===== config.mk =====
export PLATFORM = sky130hd
export DESIGN_NAME = apb_cmd_master
export DESIGN_NICKNAME = d
export VERILOG_FILES = /design/src/rtl/apb_cmd_pkg.sv /design/src/rtl/apb_timeout_cnt.sv /design/src/rtl/apb_cmd_master.sv
export SDC_FILE = /design/constraint.sdc
export NUM_CORES = 1
export LEC_CHECK = 0
export ABC_AREA = 0
export BUFFER_PORTS_ARGS = -buffer_cell sky130_fd_sc_hd__buf_2
export CAP_MARGIN = 20
export CORE_UTILIZATION = 35
export DETAILED_ROUTE_END_ITERATION = 8
export HOLD_SLACK_MARGIN = 0.06
export PLACE_DENSITY = 0.72
export SETUP_SLACK_MARGIN = 0.2
export SLEW_MARGIN = 10
export SYNTH_ARGS = -nofsm -noshare
export SYNTH_HDL_FRONTEND = slang
export SYNTH_HIERARCHICAL = 1
export SYNTH_SLANG_ARGS = --single-unit

===== constraint.sdc =====
create_clock -name PCLK -period 3.1 [get_ports PCLK]
set_clock_uncertainty 0.05 [all_clocks]
set_input_delay 0.62 -clock PCLK [delete_from_list [all_inputs] [get_ports PCLK]]
set_output_delay 0.62 -clock PCLK [all_outputs]
set_load 0.05 [all_outputs]

===== src/rtl/apb_cmd_pkg.sv =====
// Shared types and constants for the APB command master.
package apb_cmd_pkg;

    localparam int unsigned ADDR_W = 32;
    localparam int unsigned DATA_W = 32;
    localparam int unsigned STRB_W = 4;
    localparam int unsigned PROT_W = 3;
    localparam int unsigned ERR_W  = 2;
    localparam int unsigned ST_W   = 2;

    localparam logic [ST_W-1:0] ST_IDLE   = 2'd0;
    localparam logic [ST_W-1:0] ST_SETUP  = 2'd1;
    localparam logic [ST_W-1:0] ST_ACCESS = 2'd2;
    localparam logic [ST_W-1:0] ST_RESP   = 2'd3;

    localparam logic [ERR_W-1:0] RSP_OK      = 2'b00;
    localparam logic [ERR_W-1:0] RSP_SLVERR  = 2'b01;
    localparam logic [ERR_W-1:0] RSP_TIMEOUT = 2'b10;

    typedef struct packed {
        logic [ADDR_W-1:0] addr;
        logic              write;
        logic [DATA_W-1:0] wdata;
        logic [STRB_W-1:0] strb;
        logic [PROT_W-1:0] prot;
    } apb_req_t;

    // Counter width able to hold values 0..limit.
    function automatic int unsigned cnt_width(input int unsigned limit);
        return (limit <= 1) ? 1 : $clog2(limit + 1);
    endfunction

endpackage


===== src/rtl/apb_timeout_cnt.sv =====
// Saturating wait-cycle counter; expired_c flags that the current wait cycle is the LIMIT-th.
module apb_timeout_cnt
    import apb_cmd_pkg::*;
#(
    parameter int unsigned LIMIT = 256
) (
    input  logic clk,
    input  logic rst_n,
    input  logic clr,
    input  logic en,
    output logic expired_c
);

    localparam int unsigned CNT_W = cnt_width(LIMIT);
    localparam logic [CNT_W-1:0] CNT_MAX  = CNT_W'(LIMIT);
    localparam logic [CNT_W-1:0] CNT_LAST = CNT_W'(LIMIT - 1);

    logic [CNT_W-1:0] cnt_q;
    logic [CNT_W-1:0] cnt_d;

    always_comb begin
        cnt_d = cnt_q;
        if (clr) begin
            cnt_d = '0;
        end else if (en && (cnt_q != CNT_MAX)) begin
            cnt_d = cnt_q + CNT_W'(1);
        end
    end

    assign expired_c = en && (cnt_q >= CNT_LAST);

    always_ff @(posedge clk or negedge rst_n) begin
        if (!rst_n) begin
            cnt_q <= '0;
        end else begin
            cnt_q <= cnt_d;
        end
    end

endmodule


===== src/rtl/apb_cmd_master.sv =====
// Single-outstanding APB initiator: valid/ready command in, APB transfer, valid/ready response out.
module apb_cmd_master
    import apb_cmd_pkg::*;
#(
    parameter int unsigned TIMEOUT_CYCLES = 256
) (
    input  logic              PRESETn,
    input  logic              PCLK,
    input  logic              cmd_valid,
    output logic              cmd_ready,
    input  logic [ADDR_W-1:0] cmd_addr,
    input  logic              cmd_write,
    input  logic [DATA_W-1:0] cmd_wdata,
    input  logic [STRB_W-1:0] cmd_strb,
    input  logic [PROT_W-1:0] cmd_prot,
    output logic              rsp_valid,
    input  logic              rsp_ready,
    output logic [DATA_W-1:0] rsp_rdata,
    output logic [ERR_W-1:0]  rsp_err,
    output logic              PSEL,
    output logic              PENABLE,
    output logic              PWRITE,
    output logic [ADDR_W-1:0] PADDR,
    output logic [DATA_W-1:0] PWDATA,
    output logic [STRB_W-1:0] PSTRB,
    output logic [PROT_W-1:0] PPROT,
    input  logic              PREADY,
    input  logic [DATA_W-1:0] PRDATA,
    input  logic              PSLVERR
);

    logic [ST_W-1:0]   state_q,     state_d;
    logic              cmd_ready_q, cmd_ready_d;
    logic              rsp_valid_q, rsp_valid_d;
    logic [DATA_W-1:0] rsp_rdata_q, rsp_rdata_d;
    logic [ERR_W-1:0]  rsp_err_q,   rsp_err_d;
    logic              psel_q,      psel_d;
    logic              penable_q,   penable_d;
    apb_req_t          req_q,       req_d;

    logic tmo_clr;
    logic tmo_en;
    logic timeout_c;

    // Wait-cycle watchdog; absent entirely when the timeout is disabled.
    if (TIMEOUT_CYCLES != 0) begin : g_tmo
        apb_timeout_cnt #(
            .LIMIT (TIMEOUT_CYCLES)
        ) u_tmo (
            .clk       (PCLK),
            .rst_n     (PRESETn),
            .clr       (tmo_clr),
            .en        (tmo_en),
            .expired_c (timeout_c)
        );
    end else begin : g_no_tmo
        assign timeout_c = 1'b0;
    end

    always_comb begin
        state_d     = state_q;
        cmd_ready_d = cmd_ready_q;
        rsp_valid_d = rsp_valid_q;
        rsp_rdata_d = rsp_rdata_q;
        rsp_err_d   = rsp_err_q;
        psel_d      = psel_q;
        penable_d   = penable_q;
        req_d       = req_q;
        tmo_clr     = 1'b1;
        tmo_en      = 1'b0;

        case (state_q)
            ST_IDLE: begin
                cmd_ready_d = 1'b1;
                if (cmd_valid && cmd_ready_q) begin
                    req_d.addr  = cmd_addr;
                    req_d.write = cmd_write;
                    req_d.prot  = cmd_prot;
                    // Reads keep the previous PWDATA and drive no strobes.
                    if (cmd_write) begin
                        req_d.wdata = cmd_wdata;
                        req_d.strb  = cmd_strb;
                    end else begin
                        req_d.strb  = '0;
                    end
                    cmd_ready_d = 1'b0;
                    psel_d      = 1'b1;
                    state_d     = ST_SETUP;
                end
            end
            ST_SETUP: begin
                penable_d = 1'b1;
                state_d   = ST_ACCESS;
            end
            ST_ACCESS: begin
                tmo_clr = 1'b0;
                if (PREADY) begin
                    psel_d      = 1'b0;
                    penable_d   = 1'b0;
                    rsp_valid_d = 1'b1;
                    rsp_rdata_d = req_q.write ? '0 : PRDATA;
                    rsp_err_d   = PSLVERR ? RSP_SLVERR : RSP_OK;
                    state_d     = ST_RESP;
                end else begin
                    tmo_en = 1'b1;
                    // Abort drops the bus mid-transfer; recovery path for a hung slave.
                    if (timeout_c) begin
                        psel_d      = 1'b0;
                        penable_d   = 1'b0;
                        rsp_valid_d = 1'b1;
                        rsp_rdata_d = '0;
                        rsp_err_d   = RSP_TIMEOUT;
                        state_d     = ST_RESP;
                    end
                end
            end
            ST_RESP: begin
                if (rsp_ready) begin
                    rsp_valid_d = 1'b0;
                    cmd_ready_d = 1'b1;
                    state_d     = ST_IDLE;
                end
            end
            default: begin
                state_d = ST_IDLE;
            end
        endcase
    end

    always_ff @(posedge PCLK or negedge PRESETn) begin
        if (!PRESETn) begin
            state_q     <= ST_IDLE;
            cmd_ready_q <= 1'b0;
            rsp_valid_q <= 1'b0;
            rsp_rdata_q <= '0;
            rsp_err_q   <= RSP_OK;
            psel_q      <= 1'b0;
            penable_q   <= 1'b0;
            req_q       <= '0;
        end else begin
            state_q     <= state_d;
            cmd_ready_q <= cmd_ready_d;
            rsp_valid_q <= rsp_valid_d;
            rsp_rdata_q <= rsp_rdata_d;
            rsp_err_q   <= rsp_err_d;
            psel_q      <= psel_d;
            penable_q   <= penable_d;
            req_q       <= req_d;
        end
    end

    assign cmd_ready = cmd_ready_q;
    assign rsp_valid = rsp_valid_q;
    assign rsp_rdata = rsp_rdata_q;
    assign rsp_err   = rsp_err_q;
    assign PSEL      = psel_q;
    assign PENABLE   = penable_q;
    assign PWRITE    = req_q.write;
    assign PADDR     = req_q.addr;
    assign PWDATA    = req_q.wdata;
    assign PSTRB     = req_q.strb;
    assign PPROT     = req_q.prot;

endmodule


# --- Word-level counts from Yosys, hierarchy flattened ---
# Index checks and enable logic that the tools add are counted.
op_classes:
  add_sub_neg: 1
  n_lt_le_gt_ge: 1
  eq_ne: 8
  muxes: 28
  n_reduce_logical: 17
op_table:
  columns: ["op", "n"]
  rows:
  - ["$mux 32", 3]
  - ["$mux 9", 2]
  - ["$mux 2", 6]
  - ["$reduce_and 3->1", 4]
  - ["$mux 1", 11]
  - ["$reduce_bool 2->1", 5]
  - ["$add 9x1->9 const B", 1]
  - ["$ge 9x8->1 const B", 1]
  - ["$ne 9x9->1 const B", 1]
  - ["$pmux 1 s2", 4]
  - ["$pmux 2 s4", 1]
  - ["$reduce_and 2->1", 4]
  - ["$eq 2x2->1 const B", 2]
  - ["$mux 4", 1]
  - ["$ne 2x2->1 const B", 2]
  - ["$logic_and 1x1->1", 3]
  - ["$ne 3x2->1 const B", 1]
  - ["$eq 2x1->1 const B", 1]
  - ["$logic_not 2->1", 1]
  - ["$ne 2x1->1 const B", 1]
word_totals:
  regBits: 121
  inputBits: 110
  output_inout_bits: 110
  word_cells: 68

# --- Depth between registers and ports, before layout ---
depth:
  word_depth: 6
  depth_mapped: 10
  mapped_depth_nobuf: 8

# --- Modules after synthesis ---
# Netlist, hierarchy kept.
modules_own_cells:
  columns: ["mod", "instances", "cells_each", "area_each_um2", "seq_area_each_um2"]
  rows:
  - ["apb_cmd_master", 1, 410, 4484.3, 2802.7]
  - ["apb_timeout_cnt", 1, 55, 546.8, 225.2]

# --- Worst setup path before layout ---
# No wires, ideal clock.
synth_timing:
  kind: "reg2reg"
  startpoint: "reg g_tmo.u_tmo.cnt_q[0]"
  endpoint: "reg rsp_err_q[1], in the netlist rsp_err[1]"
  setup_ns: 0.083
  arrival_ns: 2.077
  t_required_ns: 2.967
  setup_slack_ns: 0.890
  path_stages_with_launch: 11
  n_path_buf: 2
  synth_period_minus_slack_ns: 2.210
  path_cell_list: "dfrtp_1 ha_1 nand3_1 nor2_1 ha_1 o31a_1 o21ai_0 clkbuf_1 buf_2 nand2_1 o21ai_0"
synth_between:
  elab_chain_cells: 4
synth_lines:
  columns: ["element", "line", "source"]
  rows:
  - ["start, declared", "apb_timeout_cnt.sv:18", "logic [CNT_W-1:0] cnt_q;"]
  - ["start signal, assigned", "apb_timeout_cnt.sv:36", "cnt_q <= cnt_d;"]
  - ["$ge 9x8->1", "apb_timeout_cnt.sv:30", "assign expired_c = en && (cnt_q >= CNT_LAST);"]
  - ["$logic_and 1x1->1", "apb_timeout_cnt.sv:30", null]
  - ["via timeout_c", "apb_cmd_master.sv:43", "logic timeout_c;"]
  - ["$reduce_bool 2->1 (no source line)", null, null]
  - ["$reduce_and 2->1 (no source line)", null, null]
  - ["end signal, assigned", "apb_cmd_master.sv:145", "rsp_err_q <= rsp_err_d;"]
  - ["end, declared", "apb_cmd_master.sv:36", "logic [ERR_W-1:0] rsp_err_q, rsp_err_d;"]
# The timed path passes the listed nets, and every way through them passes these cells.
# A chain may end at the register's enable or synchronous reset.

# --- Worst setup path after layout ---
layout_timing:
  startpoint: "reg g_tmo.u_tmo.cnt_q[0]"
  endpoint: "reg rsp_rdata_q[29], in the netlist rsp_rdata[29]"
layout_between:
  elab_chain_cells: 4
layout_lines:
  columns: ["element", "line", "source"]
  rows:
  - ["$ge 9x8->1", "apb_timeout_cnt.sv:30", null]
  - ["$logic_and 1x1->1", "apb_timeout_cnt.sv:30", null]
  - ["via timeout_c", "apb_cmd_master.sv:43", null]
  - ["$reduce_bool 2->1 (no source line)", null, null]
  - ["$reduce_and 2->1 (no source line)", null, null]
  - ["end signal, assigned", "apb_cmd_master.sv:144", "rsp_rdata_q <= rsp_rdata_d;"]
  - ["end, declared", "apb_cmd_master.sv:35", "logic [DATA_W-1:0] rsp_rdata_q, rsp_rdata_d;"]
# The timed path passes the listed nets, and every way through them passes these cells.

==> results.py <==
metrics = {
    "sta": {
        "fin_crit_sh": 0.755,
        "final.min_clock_period_ns": 2.34,
        "setup_viol_count_final": 0,
        "finalSetupTns_ns": 0,
        "rsz0062_at_grt": "false",
        "drv_slew": 0,
        "worst_slew_pin_slew_ns": 0.615,
        "holdWs_ns": 0.153,
        "fin_ws_ns": 0.760,
        "max_slew_margin": 0.589,
        "max_freq_ghz": 0.427,
        "hold_viol": 0,
    },
    "floorplan": {
        "initial_core_util": 0.361,
        "pin_count": 220,
        "die-area_sq_um": 14900,
        "rows": 43,
        "die_w_um": 122,
        "die-height_um": 122,
        "core_area_sq_um": 13900,
    },
    "layout": {
        "fillers": 1292,
        "nets": 810,
        "n_antenna_cell": 0,
        "layout_common_cells": "218 x buf_2, 176 x nand2_1, 121 x dfrtp_1",
        "drive_above_1_share": 0.431,
        "final_common_cell": "buf_2",
        "syn2layout_area_growth_pct": 38.1,
    },
    "clocking": {
        "cts_max_path_buffers": 2,
        "cts_root_buf": "clkbuf_16",
        "ctsResizeCount": 0,
        "clock_latency_ns": 0.41,
        "clkTransAtPathRegs_ns": 0.05,
        "ctsHtreeMaxLevel": 4,
        "cts_hold_buf": 0,
        "post-cts-setup-buffers": 0,
        "cts_tree": "yes",
        "clock-sinks": 121,
        "cts-buffers-inserted": 17,
    },
    "routing": {
        "drt-total-wl_um": 11900,
        "ant_nets": 0,
        "drcViolationCount": 0,
        "firstDrtPassIters": 5,
        "vias": 4043,
        "dr.first_iter.drc_count": 320,
        "viasPerCell": 4.58,
        "post_drt_wl_per_cell_um": 13.5,
    },
    "power_and_ir_drop": {
        "p_leak_nw": 3.69,
        "vdd_ir_drop_max_mv": 0.584,
        "total_power_mw": 9.20,
        "p_per_area_nw_per_um2": 1320,
    },
    "global_routing": {
        "grt_start_max_net_pins": 68,
        "grt_usage": 0.164,
        "grt_pass1_vias": 3755,
        "overflow": 0,
        "antenna_found_initial": 0,
        "grt_pass1_wl_um": 18600,
    },
    "outcome": {
        "outcome": "completed",
    },
    "critical_path": {
        "crit_type": "reg -> reg",
        "start_kind": "flop",
        "path_buf_inv": 1,
        "crit_fanout": 67,
        "cp.required_ns": 3.31,
        "crit_top_cell": "ha_1",
        "cp.arrival_ns": 2.55,
        "path_delay_family": "compound AO/OA/AOI/OAI gates",
        "max_stage_delay_ns": 0.47,
        "cp_slowest_cell": "buf_4",
        "cp-end-kind": "flop",
        "cp_cell_sequence": "ha_1 -> nand3_1 -> nor2_1 -> ha_1 -> o31a_1 -> o21ai_4 -> buf_4 -> o21ai_0",
    },
    "placed_design": {
        "routabilityCongestion": 0.796,
        "portBuffers": 219,
        "hpwl_um": 8310,
        "pre_cts_ws_ns": 0.775,
    },
    "synth": {
        "synth_top_family_by_area": "simple AND/OR/NAND/NOR gates",
        "synthArstFlopShare": 1.00,
        "synthMuxAreaShare": 0.0997,
        "synth_edf_count": 0,
        "synth_nets": 583,
        "yosysUniqueCellTypes": 39,
        "yosys.area_share.xor_xnor": 0.00348,
        "yosysWarnings": 6,
        "synth-seq-cells": 121,
        "syn_inst": 465,
        "synthAdderAreaFrac": 0.0199,
        "mappedNetlistArea_sq_um": 5030,
        "synthSimpleGateAreaFrac": 0.168,
        "syn_avg_cell_area_sq_um": 10.8,
        "synth_compound_area_frac": 0.0744,
        "ys_dominant_reg_cell": "dfrtp_1",
        "synth_seq_area_share": 0.602,
    },
    "job": {
        "cap_viol_max_count": 0,
    },
    "min_path": {
        "hold_path.class": "in -> async",
    },
}
[routing by layer]
metal,global-route usage,routed length (um)
met5,0,0
met4,0.0687,191
met3,0.0548,825
met2,0.260,5600
met1,0.205,5260
[sequential cells by signal, indices dropped and copies added, names as in the netlist]
register           flops
PWRITE                 1
rsp_err                2
PWDATA                32
g_tmo.u_tmo/cnt_q      9
PPROT                  3
PADDR                 32
PSTRB                  4
rsp_valid              1
rsp_rdata             32
state_q                2
cmd_ready              1
PSEL                   1
PENABLE                1
[layout make-up]
| cell class | instances | area [sq um] | area share |
|---|---|---|---|
| Clock buffer | 22 | 474 | 0.0682 |
| Clock inverter | 8 | 120 | 0.0173 |
| Inverter | 7 | 26.3 | 0.00378 |
| Multi-Input combinational cell | 313 | 1860 | 0.267 |
| Sequential cell | 121 | 3030 | 0.436 |
| Tap cell | 180 | 225 | 0.0324 |
| Timing Repair Buffer | 232 | 1220 | 0.176 |
[kinds of logic (layout without fill, tap and decap cells)]
kind of cell	after synthesis	after routing
AO/OA/AOI/OAI	62	62
XOR/XNOR	2	2
adder cells (fa/ha/maj)	8	8
buffers and inverters	31	269
flip-flops	121	121
multiplexers	36	36
AND/OR/NAND/NOR	205	205
[per-stage QoR]
| step | area [sq um] | utilization | cells |
|---|---|---|---|
| 2_1_floorplan | 5030 | - | 465 |
| 3_3_place_gp | 6360 | 0.456 | 853 |
| 3_5_place_dp | 6360 | 0.456 | 853 |
| 4_1_cts | 6950 | 0.499 | 883 |
| 5_1_grt | 6950 | 0.499 | 883 |
| 6_report | 6950 | 0.499 | 883 |
[where the power goes]
group / switching (mW) / internal (mW)
clock: 0.667 / 1.31
sequential: 0.379 / 2.28
combinational: 3.39 / 1.17
[Yosys cell counts (2+ instances only)]
library cell,instances,area (sq um)
ha_1,8,100
or3_1,2,12.5
nand2_1,176,661
xor2_1,2,17.5
o21ai_0,41,205
a21oi_1,5,25.0
a22o_1,4,35.0
nor2b_1,2,12.5
clkbuf_1,15,56.3
nand4_1,4,25.0
buf_8,2,30.0
buf_6,3,33.8
nand3_1,2,10.0
inv_1,7,26.3
buf_2,4,20.0
mux2_2,9,101
dfrtp_1,121,3030
nand2b_1,2,12.5
nor2_1,11,41.3
mux2_4,26,390
[path summary, 6_finish.rpt]
path | from | end | slack (ns) | cells after the start
max | g_tmo.u_tmo/cnt_q[0] | rsp_rdata[29] | 0.76 | 8
min | PRESETn | rsp_rdata[7] | 0.15 | 1
max reg2reg | g_tmo.u_tmo/cnt_q[0] | rsp_rdata[29] | 0.76 | 8
min reg2reg | PADDR[20] | PADDR[20] | 0.41 | 2
max in group asynchronous | PRESETn | PADDR[31] | 2.17 | 2
min in group PCLK | cmd_addr[22] | PADDR[22] | 0.34 | 3
No activity file was read; power rests on OpenSTA's default activity.
